$ cat src/rtl/mb_pkg.sv
`default_nettype none
// ============================================================================
//  Module      : mb_pkg
//  Description : Shared constants for the Math Box sequencer: sequencer state
//                encoding, default datapath widths and watchdog depth.
//  Revision    : 1.0 - initial release
// ============================================================================
package mb_pkg;

    // Default datapath widths
    localparam int MB_PC_W          = 8;
    localparam int MB_DATA_W        = 8;
    localparam int MB_ADDR_W        = 5;

    // Microcycles a program may execute before the watchdog aborts it
    localparam int MB_WDOG_CYCLES   = 1024;

    // Sequencer state encoding
    localparam int                    MB_STATE_W = 1;
    localparam logic [MB_STATE_W-1:0] MB_IDLE    = 1'b0;
    localparam logic [MB_STATE_W-1:0] MB_RUN     = 1'b1;

endpackage : mb_pkg
`default_nettype wire

$ cat src/rtl/mb_watchdog.sv
`default_nettype none
// ============================================================================
//  Module      : mb_watchdog
//  Description : Counts executed microcycles of the running program. The
//                expire pulse fires on the execute edge that would complete
//                the WDOG_CYCLES-th microcycle. A clear restarts the count.
//  Revision    : 1.0 - initial release
// ============================================================================
module mb_watchdog
    import mb_pkg::*;
#(
    parameter int WDOG_CYCLES = MB_WDOG_CYCLES
) (
    input  logic clk,
    input  logic rst_n,
    input  logic clr_i,
    input  logic exec_i,
    output logic expire_o
);

    localparam int               CNT_W    = $clog2(WDOG_CYCLES + 1);
    localparam logic [CNT_W-1:0] CNT_LAST = CNT_W'(WDOG_CYCLES - 1);

    logic [CNT_W-1:0] cnt_q;
    logic [CNT_W-1:0] cnt_d;

    // The current execute edge is the last permitted one
    assign expire_o = exec_i & (cnt_q == CNT_LAST);

    // Count executed microcycles; a new command restarts from zero
    always_comb begin
        cnt_d = cnt_q;
        if (clr_i) begin
            cnt_d = '0;
        end else if (exec_i) begin
            cnt_d = cnt_q + CNT_W'(1);
        end
    end

    // Counter register
    always_ff @(posedge clk or negedge rst_n) begin
        if (!rst_n) begin
            cnt_q <= '0;
        end else begin
            cnt_q <= cnt_d;
        end
    end

endmodule : mb_watchdog
`default_nettype wire

$ cat src/rtl/mb_sequencer.sv
`default_nettype none
// ============================================================================
//  Module      : mb_sequencer
//  Description : Math Box sequencer. Latches CPU command writes, loads the
//                microcode PC from the start map, steps the PC once per
//                two-clock microcycle (phase 0 fetch, phase 1 execute) and
//                reports Begin_NOT / Status to the CPU read path.
//                Optional feature macro: MB_WATCHDOG_EN (aborts a program
//                after WDOG_CYCLES executed microcycles, sets wdog_err).
//  Revision    : 1.0 - initial release
// ============================================================================
module mb_sequencer
    import mb_pkg::*;
#(
    parameter int PC_W        = MB_PC_W,
    parameter int DATA_W      = MB_DATA_W,
    parameter int ADDR_W      = MB_ADDR_W,
    parameter int WDOG_CYCLES = MB_WDOG_CYCLES
) (
    input  logic              clk_6MHz,
    input  logic              Reset_NOT,
    input  logic              mb_wr,
    input  logic [ADDR_W-1:0] mb_addr,
    input  logic [DATA_W-1:0] mb_din,
    output logic [ADDR_W-1:0] map_addr,
    input  logic [PC_W-1:0]   map_data,
    input  logic              ucode_stop,
    input  logic              ucode_jmp,
    input  logic [PC_W-1:0]   ucode_jmp_addr,
    output logic [PC_W-1:0]   pc,
    output logic [DATA_W-1:0] data_latch,
    output logic              alu_en,
    output logic              Begin_NOT,
    output logic              Status,
    output logic              wdog_err
);

    logic [MB_STATE_W-1:0] state_q;
    logic [MB_STATE_W-1:0] state_d;
    logic                  ph_q;
    logic                  ph_d;
    logic [PC_W-1:0]       pc_q;
    logic [PC_W-1:0]       pc_d;
    logic [DATA_W-1:0]     data_q;
    logic [DATA_W-1:0]     data_d;
    logic                  begin_n_q;
    logic                  begin_n_d;
    logic                  wdog_err_q;
    logic                  wdog_err_d;

    // Execute edge of a running program not preempted by a new command
    logic                  exec_edge;
    logic                  wdog_expire;

    assign exec_edge = (state_q == MB_RUN) & ph_q & ~mb_wr;

`ifdef MB_WATCHDOG_EN
    mb_watchdog #(
        .WDOG_CYCLES (WDOG_CYCLES)
    ) u_watchdog (
        .clk      (clk_6MHz),
        .rst_n    (Reset_NOT),
        .clr_i    (mb_wr),
        .exec_i   (exec_edge & ~ucode_stop),
        .expire_o (wdog_expire)
    );
`else
    localparam int unused_wdog_cycles = WDOG_CYCLES;
    assign wdog_expire = 1'b0;
`endif

    // Start map is addressed straight from the CPU write address
    assign map_addr = mb_addr;

    // State register
    always_ff @(posedge clk_6MHz or negedge Reset_NOT) begin
        if (!Reset_NOT) begin
            state_q <= MB_IDLE;
        end else begin
            state_q <= state_d;
        end
    end

    // Next state: a write always (re)starts; STOP or watchdog abort halt
    always_comb begin
        state_d = state_q;
        if (mb_wr) begin
            state_d = MB_RUN;
        end else if (exec_edge && (ucode_stop || wdog_expire)) begin
            state_d = MB_IDLE;
        end
    end

    // FSM outputs: ALU enabled on the execute phase, busy while running
    always_comb begin
        alu_en = 1'b0;
        Status = 1'b0;
        if (state_q == MB_RUN) begin
            alu_en = ph_q;
            Status = 1'b1;
        end
    end

    // Datapath next values: command latch, PC sequencing, phase and flags
    always_comb begin
        ph_d       = 1'b0;
        pc_d       = pc_q;
        data_d     = data_q;
        begin_n_d  = begin_n_q;
        wdog_err_d = wdog_err_q;
        if (mb_wr) begin
            data_d     = mb_din;
            pc_d       = map_data;
            begin_n_d  = 1'b0;
            wdog_err_d = 1'b0;
        end else if (state_q == MB_RUN) begin
            ph_d = ~ph_q;
            if (ph_q) begin
                begin_n_d = 1'b1;
                // STOP holds the PC; an abort also holds it
                if (!ucode_stop) begin
                    if (wdog_expire) begin
                        wdog_err_d = 1'b1;
                    end else if (ucode_jmp) begin
                        pc_d = ucode_jmp_addr;
                    end else begin
                        pc_d = pc_q + PC_W'(1);
                    end
                end
            end
        end
    end

    // Datapath registers
    always_ff @(posedge clk_6MHz or negedge Reset_NOT) begin
        if (!Reset_NOT) begin
            ph_q       <= 1'b0;
            pc_q       <= '0;
            data_q     <= '0;
            begin_n_q  <= 1'b1;
            wdog_err_q <= 1'b0;
        end else begin
            ph_q       <= ph_d;
            pc_q       <= pc_d;
            data_q     <= data_d;
            begin_n_q  <= begin_n_d;
            wdog_err_q <= wdog_err_d;
        end
    end

    assign pc         = pc_q;
    assign data_latch = data_q;
    assign Begin_NOT  = begin_n_q;
    assign wdog_err   = wdog_err_q;

endmodule : mb_sequencer
`default_nettype wire

$ cat config.mk
export PLATFORM = sky130hd
export DESIGN_NAME = mb_sequencer
export DESIGN_NICKNAME = d
export VERILOG_FILES = /design/src/rtl/mb_pkg.sv /design/src/rtl/mb_watchdog.sv /design/src/rtl/mb_sequencer.sv
export SDC_FILE = /design/constraint.sdc
export NUM_CORES = 1
export LEC_CHECK = 0
export CAP_MARGIN = 20
export CELL_PAD_IN_SITES_DETAIL_PLACEMENT = 0
export CELL_PAD_IN_SITES_GLOBAL_PLACEMENT = 1
export CORE_ASPECT_RATIO = 1.4
export CORE_MARGIN = 1.5
export CORE_UTILIZATION = 29
export CTS_CLUSTER_SIZE = 30
export DETAILED_ROUTE_END_ITERATION = 12
export HOLD_SLACK_MARGIN = 0.02
export PLACE_DENSITY_LB_ADDON = 0.1
export SYNTH_ARGS = -nofsm -noshare
export SYNTH_HDL_FRONTEND = slang
export SYNTH_HIERARCHICAL = 1
export SYNTH_SLANG_ARGS = --single-unit
$ cat constraint.sdc
create_clock -name clk_6MHz -period 3.8 [get_ports clk_6MHz]
set_input_delay 0.76 -clock clk_6MHz [delete_from_list [all_inputs] [get_ports clk_6MHz]]
set_output_delay 0.76 -clock clk_6MHz [all_outputs]
set_load 0.03 [all_outputs]
* After elaboration in Yosys (flattened, before gate mapping)
Cells that the tools add are included.
Storage, ports and cells: bits of input ports 34, register bits 19
Cells by class: bitwise logic cells 4, equality and inequality tests 1, muxes and demuxes 14, reduce and logical (&&, ||, !) cells 6, $add $sub $neg 1
Operators with widths (number):
- 2-to-1 mux 8 bit | 5
- 2-to-1 mux 1 bit | 9
- adder 8 x 1 -> 8 bit (second input constant) | 1
- nonzero test 2 bit | 3
- AND reduction 3 bit | 1
- AND 1 bit | 2
- != test 2 bit (second input constant) | 1
- inverter 1 bit | 2
- AND reduction 2 bit | 1
- logical AND 1 bit | 1

* Longest topological paths before layout
Gate-level depths: netlist of run 1.
word-level depth 6, mapped depth 6, gate-level depth less buffers 5

* Worst setup path before layout of run 1
OpenSTA, ideal clock, no wires.
path type input to register, start input ucode_stop, end register pc_q[5] (netlist: pc[5]), path buffers 0, setup slack 2079 ps, data required time 3699 ps, stages 3, arrival 1621 ps, setup time 101 ps, cells stage by stage nand3b_1 or3_4 o311ai_2
On the way: longest elaborated chain between the ends 2
RTL lines:
- from (decl) | line mb_sequencer.sv:27 | input logic ucode_stop,
- != test 2 bit (no line)
- AND reduction 3 bit (no line)
- to (signal assigned) | line mb_sequencer.sv:144 | pc_q <= pc_d;
- to (decl) | line mb_sequencer.sv:42 | logic [PC_W-1:0] pc_q;
No other way between the ends. A chain may end at the register's enable or synchronous reset.

* Worst setup path after layout of run 1
start register state_q, end output alu_en
On the way: longest elaborated chain between the ends 1
RTL lines:
- from (decl) | line mb_sequencer.sv:38 | logic [MB_STATE_W-1:0] state_q;
- from (signal assigned) | line mb_sequencer.sv:80 | state_q <= state_d;
- 2-to-1 mux 1 bit | line mb_sequencer.sv:98 | if (state_q == MB_RUN) begin
- to (decl) | line mb_sequencer.sv:32 | output logic alu_en,
No other way between the ends.

==> results.md, run 1 <==
- Part of the power in registers: 43.1%
- Slew margin rel.: 40.4%
- Fin crit share: 60.4%
- Syn nets: 142
- Mapped Cells: 107
- Capture point of the worst reg-to-reg path: pc[5]
- Sequential area share after synthesis: 44.8%
- Reg clk slew, reported paths: 0.08 ns
- Slew Viols, Final: 0
- Nets: 182
- DRT Pass-1 Iters: 4
- R2R Path Start: state_q
- Clock sinks: 19
- Clk_lat worst skew: 0.26 ns
- Synth Area per Inst: 9.95 um^2
- Cell Rows: 25
- Critical Path Max Stage Delay: 0.67 ns
- Mapped Area: 1060 um^2
- Root Buffer: clkbuf_8
- Total CTS buffers: 3
- Top FF cell, synth: dfrtp_1
- H-Tree Depth: 1
- Most Used Layer, Global Route: met2
- Pint: 385 uW
- Status: finished, final reports clean
- Kind of critical path: reg2out
- Kind of end point of the critical path: output port
- Yosys synthesis warning count: 6
- Final min period: 2.29 ns
- Routed via count: 956
- CP max stage cell: clkdlybuf4s50_1
- Layout cells sized above 1: 5.48%
- Final Hold Vio Count: 0
- Total grt overflow: 0
- Clock skew: 0.00410 ns
- Logic pwr share: 31.3%
- WP data required: 3.04 ns
- Net switching power: 183 uW
- Initial Util: 30.9%
- GPL Wtd Cong: 0.753
- Worst Setup Start Kind: register
- PwrDens: 363 nW/um^2
- HP Class: reg2reg
- Reg2Reg Depth: 3
- Ports: 59
- Port Buffer Count: 47
- Data arrival time of the worst path: 1.53 ns
- Hold Worst Slack: 0.485 ns
- Sequential cell area: 477 um^2
- Max-cap violations: 0
- Chip Width: 54.2 um
- GR Util met2: 23.2%
- Worst-margin pin slew: 0.892 ns
- Commonest non-fill, non-tap cell in the layout: clkdlybuf4s50_1
- All-Layer GR Usage: 13.3%
- Number of global-route vias before repair: 894
- CTS tree: yes
- Hold Buf Count CTS: 0
- Asr flop ratio synth: 100%
- FF-to-FF setup slack: 2.32 ns
- Cell Chain, Critical Path: and2_1 -> clkdlybuf4s50_1
- Clock tree buffer depth: 2
- Met3 Use GR: 1.79%
- Core box area: 3440 um^2
- CP bufs+invs: 1
- Min-Delay Endpoint: data_latch[4]
- Die Ht: 74.7 um
- Setup Buffers After CTS: 0
- Area Growth Syn to Fin: 46.8%
- Filler cells: 372
- Synth unique cells: 43
- Met1 GRT Util: 16.2%
- RSZ-0062 raised after global routing: false
- Total routed wirelength: 2570 um
- Diodes inserted: 0
- Critical Path Fanout Max: 7
- Pleak: 0.622 nW
- Most frequent cells in the layout: 47 x clkdlybuf4s50_1, 18 x dfrtp_1, 12 x nand2_1
- DRC viols: 0
- Via-per-instance ratio: 5.14
- Largest net degree at the start of global routing: 20
- DIE AREA: 4050 um^2
- Clock power frac: 25.6%
- Initial antenna violation count: 0
- Max IR drop VDD: 0.197 mV
- Final ANT Viol Nets: 0
- HP Start: data_latch[4]
- Setup_tns: 0 ns
- Area of the multi-input gates: 502 um^2
- #FFs+latches synth: 19
- Starting DRT DRC Count: 17
- First-pass GRT wire length: 3950 um
- Wire per inst: 13.8 um
- Max Clk Rate: 436 MHz
- Final setup vio count: 0
- Crit-path leading delay family: buffers and inverters
- Sw Share: 32.2%
- Hold Path Cell Cnt: 1
- Post-CTS Resized: 0
- EDFF count, synth: 0
## worst reg2reg max path: stages (launching register included)
cell and delay, ns:
dfrtp_1 0.43, nand3b_1 0.28, or3_4 0.42, o311ai_2 0.25
## final cells by class
cell class	count	area share, %
clock buffers	3	2.64
clock inverters	1	0.480
inverters	2	0.480
multi-input cells	73	32.1
flip-flops and latches	19	30.5
well taps	40	3.20
repair buffers	48	30.6
## synth_stat cells, drive strengths merged (2+ instances only)
library cell / instances / area (um^2)
nand3b: 3 / 22.5
o21ai: 7 / 35.0
nor3: 2 / 10.0
mux2i: 2 / 20.0
inv: 2 / 7.51
dfrtp: 18 / 450
a21oi: 3 / 15.0
clkbuf: 2 / 7.51
nor2: 8 / 30.0
nand2: 12 / 45.0
buf: 11 / 71.3
mux2: 8 / 90.1
and3: 2 / 12.5
## worst max path at each step
stage                    start  endpoint  cells after the start
floorplan           ucode_stop     pc[5]                      3
global placement         mb_wr     pc[5]                      5
detailed placement       mb_wr     pc[5]                      5
CTS                    state_q    alu_en                      2
global route           state_q    alu_en                      2
finish                 state_q    alu_en                      2
## through the flow
stage	util, %	std cells	setup WS, ns	power [mW]	cell area, um^2
after floorplan	-	107	2.08	0.351	1060
after global placement	44.0	182	1.40	0.426	1510
after detailed placement	44.0	182	1.35	0.428	1510
after CTS	45.4	186	1.50	0.577	1560
after global routing	45.4	186	1.43	0.599	1560
final	45.4	186	1.51	0.567	1560
## power by group through the flow
stage	Sequential (mW)	Clock [mW]	Combinational [mW]
after floorplan	0.283	0	0.0678
after global placement	0.248	0	0.178
after detailed placement	0.249	0	0.179
after CTS	0.245	0.153	0.180
after global routing	0.248	0.160	0.191
final	0.244	0.146	0.177
## registers in the layout, indices dropped and copies added, names as in the netlist
name        cells
data_latch      8
ph_q            1
state_q         1
pc              8
Begin_NOT       1
## routing by layer
metal,part of all wire (%),vias to the layer above
met4,0.86,0
li1,-,462
met3,5.5,2
met1,43,466
met5,0,-
met2,51,26
## logic make-up (layout without fill, tap and decap cells)
family          count (synthesis)  in the layout  synth area share [%]
xor+xnor                        2              2                  1.65
flops                          19             19                  44.8
compound gates                 22             22                  14.9
mux                            10             10                  10.3
other cells                     1              1                 0.352
fa+ha+maj                       1              1                  1.17
simple gates                   37             37                  18.7
buf+inv                        15             54                  8.11
Note: power is estimated with default switching activity, not from simulation.
==> inputs of run 2 (changes only) <==
--- a/config.mk
+++ b/config.mk
@@ -10,7 +10,7 @@
 export CELL_PAD_IN_SITES_GLOBAL_PLACEMENT = 1
 export CORE_ASPECT_RATIO = 1.4
 export CORE_MARGIN = 1.5
-export CORE_UTILIZATION = 29
+export CORE_UTILIZATION = 25
 export CTS_CLUSTER_SIZE = 30
 export DETAILED_ROUTE_END_ITERATION = 12
 export HOLD_SLACK_MARGIN = 0.02
==> constraint.sdc (replaced) <==
create_clock -name clk_6MHz -period 1.9 [get_ports clk_6MHz]
set_input_delay 0.38 -clock clk_6MHz [delete_from_list [all_inputs] [get_ports clk_6MHz]]
set_output_delay 0.38 -clock clk_6MHz [all_outputs]
set_load 0.03 [all_outputs]
==> run 2 against run 1 <==
The flow now finishes with violations (design-rule violations). Largest cell class is now non-clock buffers. Clock-buffer cell count unchanged. Routed wire length increased by 14%. Total power grew 100%. Setup slack got worse by 1.4 ns. Non-clock buffer count rose by 6. Global-route usage is 0.29 points higher. Highest routed layer unchanged. Clock skew up 0.0017 ns.
==> results.md, run 2 (synthesis results as in run 1) <==
- DIE AREA: 4670 um^2 (+15%)
- Port Buffer Count: 47 (unchanged)
- All-Layer GR Usage: 13.6% (+0.29 points)
- Via-per-instance ratio: 4.93 (-4.0%)
- Ports: 59 (unchanged)
- Max-cap violations: 0 (unchanged)
- Reg2Reg Depth: 4 (+1)
- Chip Width: 58.2 um (+7.3%)
- Critical Path Fanout Max: 2 (-5)
- Largest net degree at the start of global routing: 21 (+5.0%)
- Most frequent cells in the layout: 45 x clkdlybuf4s50_1, 18 x dfrtp_1, 12 x nand2_1
- Final ANT Viol Nets: 0 (unchanged)
- Detailed placement HPWL: 2210 um
- Setup WS pre-CTS: 0.115 ns (-1.23 ns)
- Worst Slack Setup Final: 0.0577 ns (-1.45 ns)
- Fin crit share: 97.0%
- WP data required: 1.52 ns (-1.52 ns)
- Clock tree buffer depth: 2 (unchanged)
- Filler cells: 403 (+8.3%)
- Pleak: 0.656 nW (+5.5%)
- Worst Setup Start Kind: register
- Final Power: 1.15 mW (+100%)
- Final cell count without fillers: 195 (+4.8%)
- Kind of end point of the critical path: output port
- Diodes inserted: 0 (unchanged)
- Max IR drop VDD: 0.377 mV (+91%)
- Core box area: 4020 um^2 (+17%)
- DRT Pass-1 Iters: 10 (+6)
- Routed via count: 962 (+0.63%)
- Final min period: 1.84 ns
- Layout cells sized above 1: 9.21% (+3.7 points)
- Critical Path Max Stage Delay: 0.66 ns (about the same)
- Die Ht: 80.2 um (+7.4%)
- Final core utilization: 40.0% (-5.4 points)
- DRC viols: 3 (+3)
- Sequential cell area: 477 um^2 (unchanged)
- CP bufs+invs: 1 (unchanged)
- Final setup vio count: 0 (unchanged)
- Area of the multi-input gates: 502 um^2 (unchanged)
- Capture point of the worst reg-to-reg path: pc[3]
- FF-to-FF setup slack: 0.51 ns (-1.81 ns)
- Clock skew: 0.00581 ns (+0.00171 ns)
- Slew Viols, Final: 0 (unchanged)
- Placed Area: 1560 um^2 (+3.2%)
- H-Tree Depth: 1 (unchanged)
- Max Clk Rate: 543 MHz
- Post-CTS Resized: 2 (+2)
- Hold Buf Count CTS: 0 (unchanged)
- CP max stage cell: clkdlybuf4s50_1
- Total routed wirelength: 2930 um (+14%)
- GPL Wtd Cong: 0.779 (+3.4%)
- RSZ-0062 raised after global routing: false
- Reg clk slew, reported paths: 0.08 ns (about the same)
- R2R Path Start: pc[2]
- Commonest non-fill, non-tap cell in the layout: clkdlybuf4s50_1
- Final Hold Vio Count: 0 (unchanged)
- Hold Worst Slack: 0.464 ns (-0.0203 ns)
- Clk_lat worst skew: 0.26 ns (about the same)
- Data arrival time of the worst path: 1.46 ns (-0.07 ns)
- Failing checks: design-rule violations
- First-pass GRT wire length: 4850 um (+23%)
- Status: finished with violations
- Setup_tns: 0 ns (unchanged)
- PwrDens: 718 nW/um^2 (+98%)
- Kind of critical path: reg2out
- Placed Instances: 191 (+4.9%)
- Crit-path leading delay family: buffers and inverters
- Cell Rows: 27 (+8.0%)
- Number of global-route vias before repair: 1040 (+16%)
- Final instance area: 1610 um^2 (+3.0%)
- Total grt overflow: 0 (unchanged)
- Wire per inst: 15.0 um (+8.7%)
- Clock sinks: 19 (unchanged)
- Nets: 188 (+3.3%)
- Crit. path cell count: 1 (-1)
- HP Class: in2async
- Cell Chain, Critical Path: clkdlybuf4s50_1
- CTS tree: yes
- Starting DRT DRC Count: 18 (+1)
- Setup Buffers After CTS: 0 (unchanged)
- Initial antenna violation count: 0 (unchanged)
- Root Buffer: clkbuf_8
- Total CTS buffers: 3 (unchanged)
- Area Growth Syn to Fin: 51.1%
- Initial Util: 26.5% (-4.5 points)
[run 2: metal layers]
metal | vias to the layer above | track usage, % | part of all wire (%)
li1 | 466 | - | -
met3 | 2 | 2.42 | 4.3
met5 | - | 0 | 0
met1 | 463 | 17.3 | 43
met4 | 0 | 4.88 | 0.61
met2 | 31 | 22.5 | 52
[run 2: power breakdown]
group	internal (mW)	switching (mW)	leakage, nW
sequential	0.447	0.0428	0.224
clock	0.148	0.152	0.0217
combinational	0.180	0.185	0.410
total	0.775	0.379	0.656
[run 2: final cells by class]
class,instances,area share (%)
Tap cell,43,3.34
Clock buffer,3,2.57
Clock inverter,1,0.467
Multi-Input combinational cell,73,31.2
Sequential cell,19,29.6
Timing Repair Buffer,54,32.3
Inverter,2,0.467
[run 2: worst max path at each step]
stage | startpoint | endpoint | slack [ns]
3_5_place_dp | ucode_stop | pc[6] | 0.11
2_1_floorplan | state_q | pc[5] | 0.39
5_1_grt | Begin_NOT | Begin_NOT | 0.004
4_1_cts | Begin_NOT | Begin_NOT | 0.05
3_3_place_gp | ucode_stop | pc[6] | 0.14
6_report | Begin_NOT | Begin_NOT | 0.06
==> inputs of run 3 (changes only) <==
--- a/config.mk
+++ b/config.mk
@@ -10,7 +10,7 @@
 export CELL_PAD_IN_SITES_GLOBAL_PLACEMENT = 1
 export CORE_ASPECT_RATIO = 1.4
 export CORE_MARGIN = 1.5
-export CORE_UTILIZATION = 25
+export CORE_UTILIZATION = 29
 export CTS_CLUSTER_SIZE = 30
 export DETAILED_ROUTE_END_ITERATION = 12
 export HOLD_SLACK_MARGIN = 0.02
==> constraint.sdc (replaced) <==
create_clock -name clk_6MHz -period 2.2 [get_ports clk_6MHz]
set_input_delay 0.44 -clock clk_6MHz [delete_from_list [all_inputs] [get_ports clk_6MHz]]
set_output_delay 0.44 -clock clk_6MHz [all_outputs]
set_load 0.03 [all_outputs]
==> run 3 against run 2 <==
The flow now finishes without violations. Non-clock buffer count is 1 lower. Combinational power is 14% lower. Register-to-register slack better by 0.22 ns. Global-route usage is 0.069 points higher. Largest power group unchanged.
==> results.md, run 3 (synthesis results as in run 1) <==
- Status: finished, final reports clean
- Data arrival time of the worst path: 1.55 ns (+0.09 ns)
- Final ANT Viol Nets: 0 (unchanged)
- Reg clk slew, reported paths: 0.07 ns (about the same)
- Kind of end point of the critical path: output port
- FF-to-FF setup slack: 0.73 ns (+0.22 ns)
- Initial antenna violation count: 0 (unchanged)
- Fin crit share: 90.5%
- Reg2Reg Depth: 4 (unchanged)
- Setup WS pre-CTS: 0.280 ns (+0.165 ns)
- Hold Worst Slack: 0.485 ns (+0.0208 ns)
- Worst Setup Start Kind: register
- PwrDens: 612 nW/um^2 (-15%)
- Total grt overflow: 0 (unchanged)
- Nets: 187 (-0.53%)
- Commonest non-fill, non-tap cell in the layout: clkdlybuf4s50_1
- Max Clk Rate: 502 MHz
- Diodes inserted: 0 (unchanged)
- Clock tree buffer depth: 2 (unchanged)
- Port Buffer Count: 47 (unchanged)
- Clock skew: 0.00141 ns (-0.00440 ns)
- GPL Wtd Cong: 0.810 (+4.1%)
- Hold Buf Count CTS: 0 (unchanged)
- Filler cells: 364 (-9.7%)
- Worst Setup SP: state_q
- Total CTS buffers: 3 (unchanged)
- First-pass GRT wire length: 3990 um (-18%)
- WP data required: 1.76 ns (+0.24 ns)
- Final setup vio count: 0 (unchanged)
- Detailed placement HPWL: 2000 um (-9.3%)
- Post-CTS Resized: 0 (-2)
- Largest net degree at the start of global routing: 21 (unchanged)
- DRC viols: 0 (-3)
- Final Power: 979 uW (-15%)
- Final min period: 1.99 ns
- Routed via count: 957 (-0.52%)
- Cell Rows: 25 (-7.4%)
- Sequential cell area: 477 um^2 (unchanged)
- Via-per-instance ratio: 5.01 (+1.6%)
- All-Layer GR Usage: 13.6% (+0.069 points)
- Die Ht: 74.7 um (-6.9%)
- Max IR drop VDD: 0.355 mV (-5.7%)
- Starting DRT DRC Count: 18 (unchanged)
- RSZ-0062 raised after global routing: false
- Max-cap violations: 0 (unchanged)
- HP Class: reg2reg
- Crit path to: alu_en
- Area Growth Syn to Fin: 50.3%
- Clock sinks: 19 (unchanged)
- Clk_lat worst skew: 0.26 ns (about the same)
- Ports: 59 (unchanged)
- Area of the multi-input gates: 502 um^2 (unchanged)
- DIE AREA: 4050 um^2 (-13%)
- Wire per inst: 13.7 um (-8.8%)
- CTS tree: yes
- Worst Slack Setup Final: 0.210 ns (+0.152 ns)
- DRT Pass-1 Iters: 4 (-6)
- Setup_tns: 0 ns (unchanged)
- Core box area: 3440 um^2 (-14%)
- Pleak: 0.646 nW (-1.6%)
- Initial Util: 30.9% (+4.5 points)
- Root Buffer: clkbuf_8
- Number of global-route vias before repair: 878 (-16%)
- Final Hold Vio Count: 0 (unchanged)
- Kind of critical path: reg2out
- H-Tree Depth: 1 (unchanged)
- Chip Width: 54.2 um (-6.8%)
- Setup Buffers After CTS: 0 (unchanged)
- Layout cells sized above 1: 8.61% (-0.60 points)
- Most frequent cells in the layout: 47 x clkdlybuf4s50_1, 18 x dfrtp_1, 12 x nand2_1
- Capture point of the worst reg-to-reg path: pc[6]
- Total routed wirelength: 2620 um (-11%)
- R2R Path Start: state_q
- Critical Path Fanout Max: 7 (+5)
- Slew Viols, Final: 0 (unchanged)
==> run 3: cell types whose count changed in the layout (fill, tap and decap cells not counted) <==
cell / previous run / this run
buf_4: 7 / 6
clkdlybuf4s50_1: 45 / 47
dlygate4sd2_1: 2 / 0
==> run 3: worst min path at each step <==
stage | slack [ns] | from | to | cells after the start
2_1_floorplan | 0.14 | Reset_NOT | data_latch[0] | 0
3_3_place_gp | 0.47 | data_latch[5] | data_latch[5] | 1
3_5_place_dp | 0.47 | data_latch[6] | data_latch[6] | 1
4_1_cts | 0.49 | data_latch[6] | data_latch[6] | 1
5_1_grt | 0.51 | data_latch[3] | data_latch[3] | 1
6_report | 0.49 | data_latch[4] | data_latch[4] | 1
==> run 3: worst max-delay path, stage by stage, from the launching register on <==
cell             delay (ns)
dfrtp_1                0.43
and2_1                 0.19
clkdlybuf4s50_1        0.67
==> run 3: cell type report <==
type / count / share of cell area, %
Timing Repair Buffer: 53 / 32.2
Multi-Input combinational cell: 73 / 31.4
Sequential cell: 19 / 29.8
Clock buffer: 3 / 2.58
Tap cell: 40 / 3.13
Clock inverter: 1 / 0.469
Inverter: 2 / 0.469
==> run 3: metal layers <==
layer | track usage [%] | routed length (um) | vias up
li1 | - | - | 465
met2 | 22.6 | 1310 | 31
met5 | 0 | 0 | -
met1 | 16.8 | 1100 | 456
met4 | 6.67 | 55 | 0
met3 | 2.18 | 151 | 5
==> run 3: report_power, final <==
part | switching [mW] | total (mW) | internal, mW
clock network | 0.117 | 0.244 | 0.128
logic | 0.156 | 0.313 | 0.157
registers | 0.0356 | 0.422 | 0.386
==> run 3: metrics by stage <==
step           utilization [%]  instances  instance area (um^2)
6_report                  46.5        191                  1600
3_5_place_dp              45.1        187                  1550
3_3_place_gp              45.1        187                  1550
4_1_cts                   46.5        191                  1600
2_1_floorplan                -        107                  1060
5_1_grt                   46.5        191                  1600
==> patch (flow settings as in run 2) <==
The package constant `MB_PC_W` goes from 8 to 7.
--- a/src/rtl/mb_pkg.sv
+++ b/src/rtl/mb_pkg.sv
@@ -10,3 +10,3 @@
     // Default datapath widths
-    localparam int MB_PC_W          = 8;
+    localparam int MB_PC_W          = 7;
     localparam int MB_DATA_W        = 8;
Ports: changed (resized map_data, pc and ucode_jmp_addr); port bits go from 59 to 56. No check against the original RTL was run, so the function may have changed too.
==> patch against run 2 <==
Setup slack improved by 0.0021 ns. Utilization fell by 1.4 points. Sequential cell count fell by 1. Via count fell by 9.0%. Critical path depth did not move. Power fell by 5.7%. Cell area fell by 6.8%. Routed wire length fell by 14%. Area after synthesis fell by 6.0%. Highest routed layer unchanged.
==> patch: results (changes against run 2) <==
SYNTH
------------------------------------------------------------------------------------
Post-synth top cells .................................................. dfrtp_1 (17), mux2_2 (8), buf_4 (7), nand2_1 (7)
Post-Synthesis Cells ..................................................           97   -9.3%
Post-synth cell types .................................................           39   -9.3%
Syn Nets ..............................................................          130   -8.5%
Sequential share of the synthesized area ..............................        45.1%   +0.35 points

GRT
------------------------------------------------------------------------------------
Met2 layer usage reported by global route .............................        21.2%   -1.3 points
Vias in the first global route ........................................          944   -9.2%
GR met1 Demand/Resource ...............................................        15.0%   -2.4 points
Wire length of the first global-routing pass ..........................      4.40 mm   -9.4%
Overall global routing resource usage .................................        12.5%   -1.0 points
Global routing usage on met3 ..........................................        3.50%   +1.1 points
Maximum number of pins on one net before global-route repair ..........           29   +38%

POWER
------------------------------------------------------------------------------------
Peak supply drop ......................................................     0.390 mV   +3.4%
Portion of total power attributed to sequential cells .................        42.7%   +0.3 points
Internal portion of total power .......................................     0.750 mW   -3.3%
Static leakage power ..................................................     0.611 nW   -7.0%
Clock Power Share .....................................................        25.0%   -1.0 points

LAYOUT
------------------------------------------------------------------------------------
Fillers ...............................................................          407   +0.99%
Fraction of layout instances using a drive strength above 1 ...........        16.1%   +6.8 points
Net count, final ......................................................          171   -9.0%

SETUP PATH
------------------------------------------------------------------------------------
Worst-path maximum fanout .............................................            8   +6
R2R Path Start ........................................................ pc[0]$_DFFE_PN0P_
Setup slack, reg-to-reg ...............................................      0.43 ns   -0.08 ns
Largest stage delay on the critical path ..............................      0.72 ns   +0.06 ns
Critical path origin .................................................. pc[2]$_DFFE_PN0P_
Endpoint of the lowest-slack register-to-register path ................ pc[2]$_DFFE_PN0P_

STA
------------------------------------------------------------------------------------
Setup clock skew after layout .........................................   0.00331 ns   -0.00250 ns

PLACEMENT
------------------------------------------------------------------------------------
Number of port buffers ................................................           44   -6.4%
Number of placed instances, taps included .............................          176   -7.9%
Weighted congestion at the end of routability-driven global placement .        0.773   -0.67%

ROUTE
------------------------------------------------------------------------------------
Drt total wl ..........................................................      2.52 mm   -14%
DRT iter0 DRCs ........................................................           32   +14
Vias per Instance .....................................................         4.86   -1.5%
First drt pass iteration count ........................................            4   -6
Remaining routing DRC violations ......................................            0   -3
Average routed wire per standard cell .................................      14.0 um   -6.7%

RUN STATUS
------------------------------------------------------------------------------------
Outcome ............................................................... finished clean

CLOCK NETWORK
------------------------------------------------------------------------------------
Resized Gates After CTS ...............................................            0   -2

==> patch: routing by layer <==
metal | share of wire, % | wire [um] | vias up
li1 | - | - | 423
met1 | 41 | 1050 | 417
met2 | 51 | 1280 | 33
met3 | 7.0 | 177 | 2
met4 | 0.71 | 18 | 0
met5 | 0 | 0 | -
==> patch: logic make-up (layout without fill, tap and decap cells) <==
family,count (synthesis),count (layout),share of synthesized area [%]
adder cells (fa/ha/maj),1,1,1.25
AND/OR/NAND/NOR,29,29,16.0
XOR/XNOR,1,1,0.875
multiplexers,9,9,10.0
flip-flops,18,18,45.1
AO/OA/AOI/OAI,25,25,17.9
buffers and inverters,13,53,8.50
other,1,1,0.375
==> patch: layout make-up <==
type,count,area share (%)
Multi-Input combinational cell,66,30.9
Sequential cell,18,30.1
Clock buffer,4,3.00
Timing Repair Buffer,47,31.9
Inverter,2,0.500
Tap cell,43,3.59
==> patch: how the worst max path moves through the flow <==
stage,end,slack (ns),cells after the start
after floorplan,pc[2]$_DFFE_PN0P_,0.43,4
after global placement,pc[0]$_DFFE_PN0P_,0.21,5
after detailed placement,pc[2]$_DFFE_PN0P_,0.13,5
after CTS,alu_en,0.01,2
after global routing,pc[0],0.007,1
final,pc[2],0.06,1
==> patch: through the flow <==
| step | instance area (um^2) | hold slack, ns | utilization [%] | power [mW] | setup slack, ns |
|---|---|---|---|---|---|
| 2_1_floorplan | 1000 | 0.0844 | - | 0.676 | 0.429 |
| 3_3_place_gp | 1450 | 0.489 | 37.4 | 0.824 | 0.206 |
| 3_5_place_dp | 1450 | 0.494 | 37.4 | 0.829 | 0.131 |
| 4_1_cts | 1500 | 0.459 | 38.6 | 1.12 | 0.00991 |
| 5_1_grt | 1500 | 0.487 | 38.6 | 1.15 | 0.00736 |
| 6_report | 1500 | 0.456 | 38.6 | 1.09 | 0.0598 |
